$ cat config.mk
export PLATFORM = sky130hd
export DESIGN_NAME = mc_cycle_cpu
export DESIGN_NICKNAME = d
export VERILOG_FILES = /design/src/rtl/mc_cycle_cpu.sv
export SDC_FILE = /design/constraint.sdc
export NUM_CORES = 2
export LEC_CHECK = 0
export BUFFER_PORTS_ARGS = -buffer_cell sky130_fd_sc_hd__clkbuf_2
export CORE_AREA = 4 4 393 782
export CTS_BUF_LIST = sky130_fd_sc_hd__clkbuf_4 sky130_fd_sc_hd__clkbuf_8
export CTS_CLUSTER_SIZE = 28
export DETAILED_ROUTE_END_ITERATION = 12
export DIE_AREA = 0 0 397 786
export PLACE_DENSITY = 0.38
export SETUP_SLACK_MARGIN = 0.4
export SLEW_MARGIN = 20
export SYNTH_ARGS = -nofsm -noshare
export SYNTH_HDL_FRONTEND = slang
export SYNTH_SLANG_ARGS = --single-unit
export TNS_END_PERCENT = 1
$ cat constraint.sdc
create_clock -name clock -period 38.5 [get_ports clock]
set_input_delay 3.85 -clock clock [delete_from_list [all_inputs] [get_ports clock]]
set_output_delay 3.85 -clock clock [all_outputs]
set_load 0.01 [all_outputs]
$ cat src/rtl/mc_cycle_cpu.sv
// Multi-cycle MIPS-I subset core: one shared req/ready memory port for fetch and data,
// a two-process FSM controller and an internal register file.
module mc_cycle_cpu #(
  parameter logic [31:0] RESET_PC = 32'h0000_3000,
  parameter int unsigned ADDR_W   = 32,
  parameter int unsigned REG_NUM  = 32
) (
  input  logic              clock,
  input  logic              reset,
  output logic              mem_req,
  output logic              mem_we,
  output logic [ADDR_W-1:0] mem_addr,
  output logic [31:0]       mem_wdata,
  input  logic [31:0]       mem_rdata,
  input  logic              mem_ready,
  output logic              halted,
  output logic [31:0]       pc_out
);

  localparam int unsigned RIDX_W = $clog2(REG_NUM);

  localparam logic [5:0] OP_RTYPE = 6'h00;
  localparam logic [5:0] OP_J     = 6'h02;
  localparam logic [5:0] OP_BEQ   = 6'h04;
  localparam logic [5:0] OP_ADDIU = 6'h09;
  localparam logic [5:0] OP_ORI   = 6'h0D;
  localparam logic [5:0] OP_LUI   = 6'h0F;
  localparam logic [5:0] OP_LW    = 6'h23;
  localparam logic [5:0] OP_SW    = 6'h2B;

  localparam logic [5:0] FN_SLL   = 6'h00;
  localparam logic [5:0] FN_SYSC  = 6'h0C;
  localparam logic [5:0] FN_ADDU  = 6'h21;
  localparam logic [5:0] FN_SUBU  = 6'h23;
  localparam logic [5:0] FN_AND   = 6'h24;
  localparam logic [5:0] FN_OR    = 6'h25;
  localparam logic [5:0] FN_SLT   = 6'h2A;

  localparam logic [31:0] SYSCALL_IR = 32'h0000_000C;

  typedef enum logic [2:0] {
    S_FETCH, S_DECODE, S_EXEC, S_MEM, S_WB, S_HALT
  } state_t;

  state_t              state_q, state_d;
  logic [31:0]         pc_q, pc_d;
  logic [31:0]         ir_q, ir_d;
  logic [31:0]         a_q, a_d;
  logic [31:0]         b_q, b_d;
  logic [31:0]         imm_q, imm_d;
  logic [31:0]         alu_q, alu_d;
  logic [31:0]         mdr_q, mdr_d;
  logic                mem_req_q, mem_req_d;
  logic                mem_we_q, mem_we_d;
  logic [ADDR_W-1:0]   mem_addr_q, mem_addr_d;
  logic [31:0]         mem_wdata_q, mem_wdata_d;
  logic                halted_q, halted_d;
  logic [31:0]         rf_q [REG_NUM];

  logic [5:0]          opcode_c, funct_c;
  logic [RIDX_W-1:0]   rs_idx_c, rt_idx_c, rd_idx_c;
  logic [31:0]         rs_val_c, rt_val_c;
  logic                legal_c;
  logic [31:0]         alu_r_c;
  logic [31:0]         data_addr_c;
  logic                fetch_go_c, halt_go_c;
  logic                rf_we_c;
  logic [RIDX_W-1:0]   rf_waddr_c;
  logic [31:0]         rf_wdata_c;

  assign opcode_c    = ir_q[31:26];
  assign funct_c     = ir_q[5:0];
  assign rs_idx_c    = RIDX_W'(ir_q[25:21]);
  assign rt_idx_c    = RIDX_W'(ir_q[20:16]);
  assign rd_idx_c    = RIDX_W'(ir_q[15:11]);
  assign rs_val_c    = (rs_idx_c == '0) ? 32'h0 : rf_q[rs_idx_c];
  assign rt_val_c    = (rt_idx_c == '0) ? 32'h0 : rf_q[rt_idx_c];
  assign data_addr_c = a_q + imm_q;

  // Legal instruction check, evaluated on the freshly fetched IR in DECODE
  always_comb begin
    legal_c = 1'b0;
    case (opcode_c)
      OP_RTYPE: begin
        case (funct_c)
          FN_ADDU, FN_SUBU, FN_AND, FN_OR, FN_SLT, FN_SLL: legal_c = 1'b1;
          FN_SYSC: legal_c = (ir_q == SYSCALL_IR);
          default: legal_c = 1'b0;
        endcase
      end
      OP_J, OP_BEQ, OP_ADDIU, OP_ORI, OP_LUI, OP_LW, OP_SW: legal_c = 1'b1;
      default: legal_c = 1'b0;
    endcase
  end

  // R-type ALU
  always_comb begin
    alu_r_c = 32'h0;
    case (funct_c)
      FN_ADDU: alu_r_c = a_q + b_q;
      FN_SUBU: alu_r_c = a_q - b_q;
      FN_AND:  alu_r_c = a_q & b_q;
      FN_OR:   alu_r_c = a_q | b_q;
      FN_SLT:  alu_r_c = {31'h0, ($signed(a_q) < $signed(b_q))};
      FN_SLL:  alu_r_c = b_q << ir_q[10:6];
      default: alu_r_c = 32'h0;
    endcase
  end

  // Controller: next state, datapath registers and memory port
  always_comb begin
    state_d     = state_q;
    pc_d        = pc_q;
    ir_d        = ir_q;
    a_d         = a_q;
    b_d         = b_q;
    imm_d       = imm_q;
    alu_d       = alu_q;
    mdr_d       = mdr_q;
    mem_req_d   = mem_req_q;
    mem_we_d    = mem_we_q;
    mem_addr_d  = mem_addr_q;
    mem_wdata_d = mem_wdata_q;
    halted_d    = halted_q;
    fetch_go_c  = 1'b0;
    halt_go_c   = 1'b0;
    rf_we_c     = 1'b0;
    rf_waddr_c  = '0;
    rf_wdata_c  = 32'h0;

    case (state_q)
      S_FETCH: begin
        // Only reachable with mem_req low straight out of reset
        if (!mem_req_q) begin
          mem_req_d  = 1'b1;
          mem_we_d   = 1'b0;
          mem_addr_d = ADDR_W'(pc_q);
        end else if (mem_ready) begin
          ir_d      = mem_rdata;
          pc_d      = pc_q + 32'd4;
          mem_req_d = 1'b0;
          state_d   = S_DECODE;
        end
      end
      S_DECODE: begin
        a_d   = rs_val_c;
        b_d   = rt_val_c;
        imm_d = (opcode_c == OP_ORI) ? {16'h0, ir_q[15:0]} : {{16{ir_q[15]}}, ir_q[15:0]};
        if (legal_c) state_d = S_EXEC;
        else         halt_go_c = 1'b1;
      end
      S_EXEC: begin
        case (opcode_c)
          OP_RTYPE: begin
            if (ir_q == SYSCALL_IR) begin
              halt_go_c = 1'b1;
            end else begin
              alu_d   = alu_r_c;
              state_d = S_WB;
            end
          end
          OP_ADDIU: begin alu_d = a_q + imm_q;            state_d = S_WB; end
          OP_ORI:   begin alu_d = a_q | imm_q;            state_d = S_WB; end
          OP_LUI:   begin alu_d = {ir_q[15:0], 16'h0};    state_d = S_WB; end
          OP_LW, OP_SW: begin
            if (data_addr_c[1:0] != 2'b00) begin
              halt_go_c = 1'b1;
            end else begin
              mem_req_d   = 1'b1;
              mem_we_d    = (opcode_c == OP_SW);
              mem_addr_d  = ADDR_W'(data_addr_c);
              mem_wdata_d = (opcode_c == OP_SW) ? b_q : mem_wdata_q;
              state_d     = S_MEM;
            end
          end
          OP_BEQ: begin
            if (a_q == b_q) pc_d = pc_q + {imm_q[29:0], 2'b00};
            fetch_go_c = 1'b1;
          end
          OP_J: begin
            pc_d       = {pc_q[31:28], ir_q[25:0], 2'b00};
            fetch_go_c = 1'b1;
          end
          default: halt_go_c = 1'b1;
        endcase
      end
      S_MEM: begin
        if (mem_req_q && mem_ready) begin
          if (mem_we_q) begin
            fetch_go_c = 1'b1;
          end else begin
            mdr_d     = mem_rdata;
            mem_req_d = 1'b0;
            state_d   = S_WB;
          end
        end
      end
      S_WB: begin
        rf_waddr_c = (opcode_c == OP_RTYPE) ? rd_idx_c : rt_idx_c;
        rf_wdata_c = (opcode_c == OP_LW) ? mdr_q : alu_q;
        rf_we_c    = (rf_waddr_c != '0);
        fetch_go_c = 1'b1;
      end
      S_HALT: begin
        mem_req_d = 1'b0;
        mem_we_d  = 1'b0;
        halted_d  = 1'b1;
      end
      default: halt_go_c = 1'b1;
    endcase

    // Next fetch is issued on the transition so FETCH can complete in one cycle
    if (fetch_go_c) begin
      state_d    = S_FETCH;
      mem_req_d  = 1'b1;
      mem_we_d   = 1'b0;
      mem_addr_d = ADDR_W'(pc_d);
    end
    if (halt_go_c) begin
      state_d   = S_HALT;
      mem_req_d = 1'b0;
      mem_we_d  = 1'b0;
      halted_d  = 1'b1;
    end
  end

  always_ff @(posedge clock or posedge reset) begin
    if (reset) begin
      state_q     <= S_FETCH;
      pc_q        <= RESET_PC;
      ir_q        <= 32'h0;
      a_q         <= 32'h0;
      b_q         <= 32'h0;
      imm_q       <= 32'h0;
      alu_q       <= 32'h0;
      mdr_q       <= 32'h0;
      mem_req_q   <= 1'b0;
      mem_we_q    <= 1'b0;
      mem_addr_q  <= '0;
      mem_wdata_q <= 32'h0;
      halted_q    <= 1'b0;
    end else begin
      state_q     <= state_d;
      pc_q        <= pc_d;
      ir_q        <= ir_d;
      a_q         <= a_d;
      b_q         <= b_d;
      imm_q       <= imm_d;
      alu_q       <= alu_d;
      mdr_q       <= mdr_d;
      mem_req_q   <= mem_req_d;
      mem_we_q    <= mem_we_d;
      mem_addr_q  <= mem_addr_d;
      mem_wdata_q <= mem_wdata_d;
      halted_q    <= halted_d;
    end
  end

  // Register file, written only from WB
  always_ff @(posedge clock or posedge reset) begin
    if (reset) begin
      for (int unsigned i = 0; i < REG_NUM; i++) rf_q[i] <= 32'h0;
    end else if (rf_we_c) begin
      rf_q[rf_waddr_c] <= rf_wdata_c;
    end
  end

  assign mem_req   = mem_req_q;
  assign mem_we    = mem_we_q;
  assign mem_addr  = mem_addr_q;
  assign mem_wdata = mem_wdata_q;
  assign halted    = halted_q;
  assign pc_out    = pc_q;

endmodule

==> reports/results.tsv <==
stage	metric	value	unit
job	max_cap viols	0	
clock_network	setup repair bufs after CTS	0	
critical_path	Setup crit end kind	async pin	
layout	commonest cells after routing, fill and taps aside	nand2_1 (1319), dfrtp_1 (1289), o21ai_0 (1220), mux4_2 (469), a21oi_1 (371)	
global_routing	Global Route Usage Sum	21.72	%
detailed_routing	routed vias	60350	
global_routing	first-pass GRT wire length	488400	microns
critical_path	Top Family by Delay on Critical Path	buffers and inverters	
critical_path	WP data required	39.47	ns
logic_synthesis	Syn Inst Count	7464	
logic_synthesis	EDFF count, synth	0	
layout	post-layout instance area	0.08409	sq mm
clock_network	CTS Sinks	1303	
status	outcome	finished, final reports clean	
logic_synthesis	syn_nets	7692	
timing	final setup fails	0	
timing	Highest Clock Rate	115.6	MHz
detailed_routing	DR iter-0 viols	4056	
detailed_routing	Vias/cell	5.272	
power_and_ir_drop	P per Cell Area	64.67	mW/mm^2
logic_synthesis	synthesized flop and latch total	1303	
clock_network	Worst-path clk slew	0.07	ns
critical_path	Top cell by count, worst path	buf_4	
power_and_ir_drop	Max VDD drop	44.42	uV
timing	final max-slew violation count	0	
clock_network	total clock buffers created by CTS	205	
logic_synthesis	Syn. warnings	0	
critical_path	slowest cell on the critical path	buf_4	
timing	RSZ-0062 raised after global routing	false	
timing	Worst Tran Pin Value	1.288	ns
critical_path	CP Max Fanout	70	
critical_path	WS Path Type	input port to async pin	
logic_synthesis	Synth Flop Type	dfrtp_1	
clock_network	number of hold buffers added after cts	0	
detailed_routing	wire per inst	30.18	microns
layout	share of cells above drive strength 1	18.59	%
min_path	Min-Delay Path Class	register to register	
timing	post-route worst setup slack	29.85	ns
die	io pins	134	
die	Core Box Area	0.3013	sq mm
layout	register area	0.03265	sq mm
detailed_routing	DRC violations left	0	
timing	Fin. Hold Viols	0	
power_and_ir_drop	Lkg Pwr	34.57	nW
logic_synthesis	asr flop ratio synth	100.0	%
layout	footprint of the multi-input gates	0.03957	sq mm
layout	nets	7510	
timing	fin crit period	8.650	ns
logic_synthesis	Synth cell types	96	
die	Die W	397	microns
logic_synthesis	synthesized area per cell	10.04	sq um
placed_design	dpl hpwl	224900	microns
critical_path	worst-path cell chain	clkbuf_2, clkinvlp_4, buf_4, buf_4, buf_4, buf_4, buf_4, buf_4	
timing	TNS Setup	0	ns
clock_network	CTS Buffer Depth	4	
detailed_routing	Post-DRT Antenna Nets	0	
critical_path	r2r worst-path depth	12	
die	Initial Util	24.86	%
critical_path	Critical Path Max Stage Delay	0.85	ns
clock_network	cts repair resizes	0	
layout	area grow syn2layout	12.24	%
detailed_routing	DRT Pass-1 Iters	5	
layout	fillcell total	31820	
power_and_ir_drop	power consumption	5.438	mW
clock_network	H-tree depth	4	
placed_design	DP Area	0.07973	sq mm
critical_path	critical path arrival	9.62	ns
placed_design	I/O Buffers	133	
timing	fin crit share	22.47	%
clock_network	Root Buffer	clkbuf_8	
critical_path	Crit path buffers/inverters	8	
logic_synthesis	synthesized cell area	0.07491	sq mm
logic_synthesis	register area share after synthesis	43.53	%
global_routing	antenna violations before repair	7	
timing	clk_skew	0.08223	ns
placed_design	RePlAce Congestion	1.000	
clock_network	TritonCTS clock tree	built	
critical_path	CP Depth	8	
global_routing	vias in the first global route	62460	
min_path	hold path depth	0	
global_routing	gr ovfl total	0	
global_routing	largest net degree at the start of global routing	95	
die	chip height	786	microns
die	die area	0.3120	sq mm
detailed_routing	WL final	345400	microns
die	num rows	285	
placed_design	dpl ws	28.39	ns
clock_network	later-pin clock latency in the skew report	0.99	ns
critical_path	CP Launch Type	input port	
timing	relative max-transition margin	14.00	%
layout	commonest non-fill, non-tap cell in the layout	nand2_1	
[flip-flops by register name, summed over array words and instances (netlist names), 17 cells and up]
signal,count
pc_out,32
imm_q,17
alu_q,32
b_q,32
rf_q,1024
a_q,32
mem_addr,32
mdr_q,32
ir_q,32
mem_wdata,32
[worst register-to-register path: cells and delay by family, from the launching register on]
kind	cells	cell delay [ns]
adders and majority gates	1	0.44
xor gates and xnor gates	1	0.18
DFF	1	0.49
and+or+nand+nor	3	1.13
AOI/OAI and AO/OA	6	2.54
buffers and inverters	1	0.18
[metrics by stage]
stage / std cells / utilization [%] / hold WS [ns]
6_report: 11450 / 27.91 / 0.4004
3_3_place_gp: 11090 / 26.46 / 0.3803
4_1_cts: 11440 / 27.90 / 0.4019
5_1_grt: 11440 / 27.90 / 0.4174
2_1_floorplan: 7464 / - / 0.4428
3_5_place_dp: 11090 / 26.46 / 0.3869
[Yosys cell counts (94+ instances only)]
cell type | instances | area [sq um]
a21oi_1 | 374 | 1872
clkbuf_1 | 563 | 2113
dfrtp_1 | 1301 | 32560
ha_1 | 189 | 2365
inv_1 | 138 | 518.0
mux2_2 | 161 | 1813
mux2i_1 | 270 | 2703
mux4_2 | 469 | 10560
nand2_1 | 1356 | 5090
nor2_1 | 265 | 994.7
nor3_1 | 94 | 470.5
o21ai_0 | 1221 | 6111
o221ai_1 | 94 | 823.3
o22ai_1 | 152 | 950.9
[cell type report]
class	instances	share of cell area, %
repair buffers	291	2.345
diodes	3	0.008928
flip-flops and latches	1303	38.83
clock inverters	42	0.4791
clock buffers	308	4.669
well taps	4018	5.979
multi-input cells	5342	47.06
inverters	139	0.6309
[cell families (layout without fill, tap and decap cells)]
kind of cell | after synthesis | after routing | share of synthesized area (%)
and+or+nand+nor | 1951 | 1951 | 10.87
DFF | 1303 | 1303 | 43.53
AOI/OAI and AO/OA | 2223 | 2223 | 17.06
xor gates and xnor gates | 68 | 68 | 0.7950
adders and majority gates | 193 | 193 | 3.264
other | 0 | 3 | 0
buffers and inverters | 819 | 780 | 4.249
muxes | 907 | 907 | 20.23
[layer usage]
| metal | vias to the layer above | part of all wire [%] | global-route usage (%) |
|---|---|---|---|
| li1 | 26760 | - | - |
| met1 | 31130 | 38 | 24.45 |
| met2 | 1747 | 52 | 39.71 |
| met3 | 704 | 3.4 | 2.028 |
| met4 | 2 | 6.9 | 12.75 |
| met5 | - | 0.0038 | 0 |
[report_power, final]
group / total, mW / switching [mW] / internal (mW) / leakage [nW]
clock: 1.32 / 0.629 / 0.690 / 2.31
sequential: 1.71 / 0.224 / 1.49 / 18.0
combinational: 2.41 / 1.64 / 0.766 / 14.3
[path summary, 6_finish.rpt]
path | startpoint | end | slack [ns]
worst max-delay path | reset | rf_q[905] | 29.85
worst min-delay path | rf_q[1015] | rf_q[1015] | 0.40
worst max register to register | b_q[5] | alu_q[11] | 33.31
worst min register to register | rf_q[1015] | rf_q[1015] | 0.40
max in group clock | mem_ready | mem_addr[30] | 32.78
min in group asynchronous | reset | rf_q[1018] | 3.02
Power figures use the tool's default switching activity.
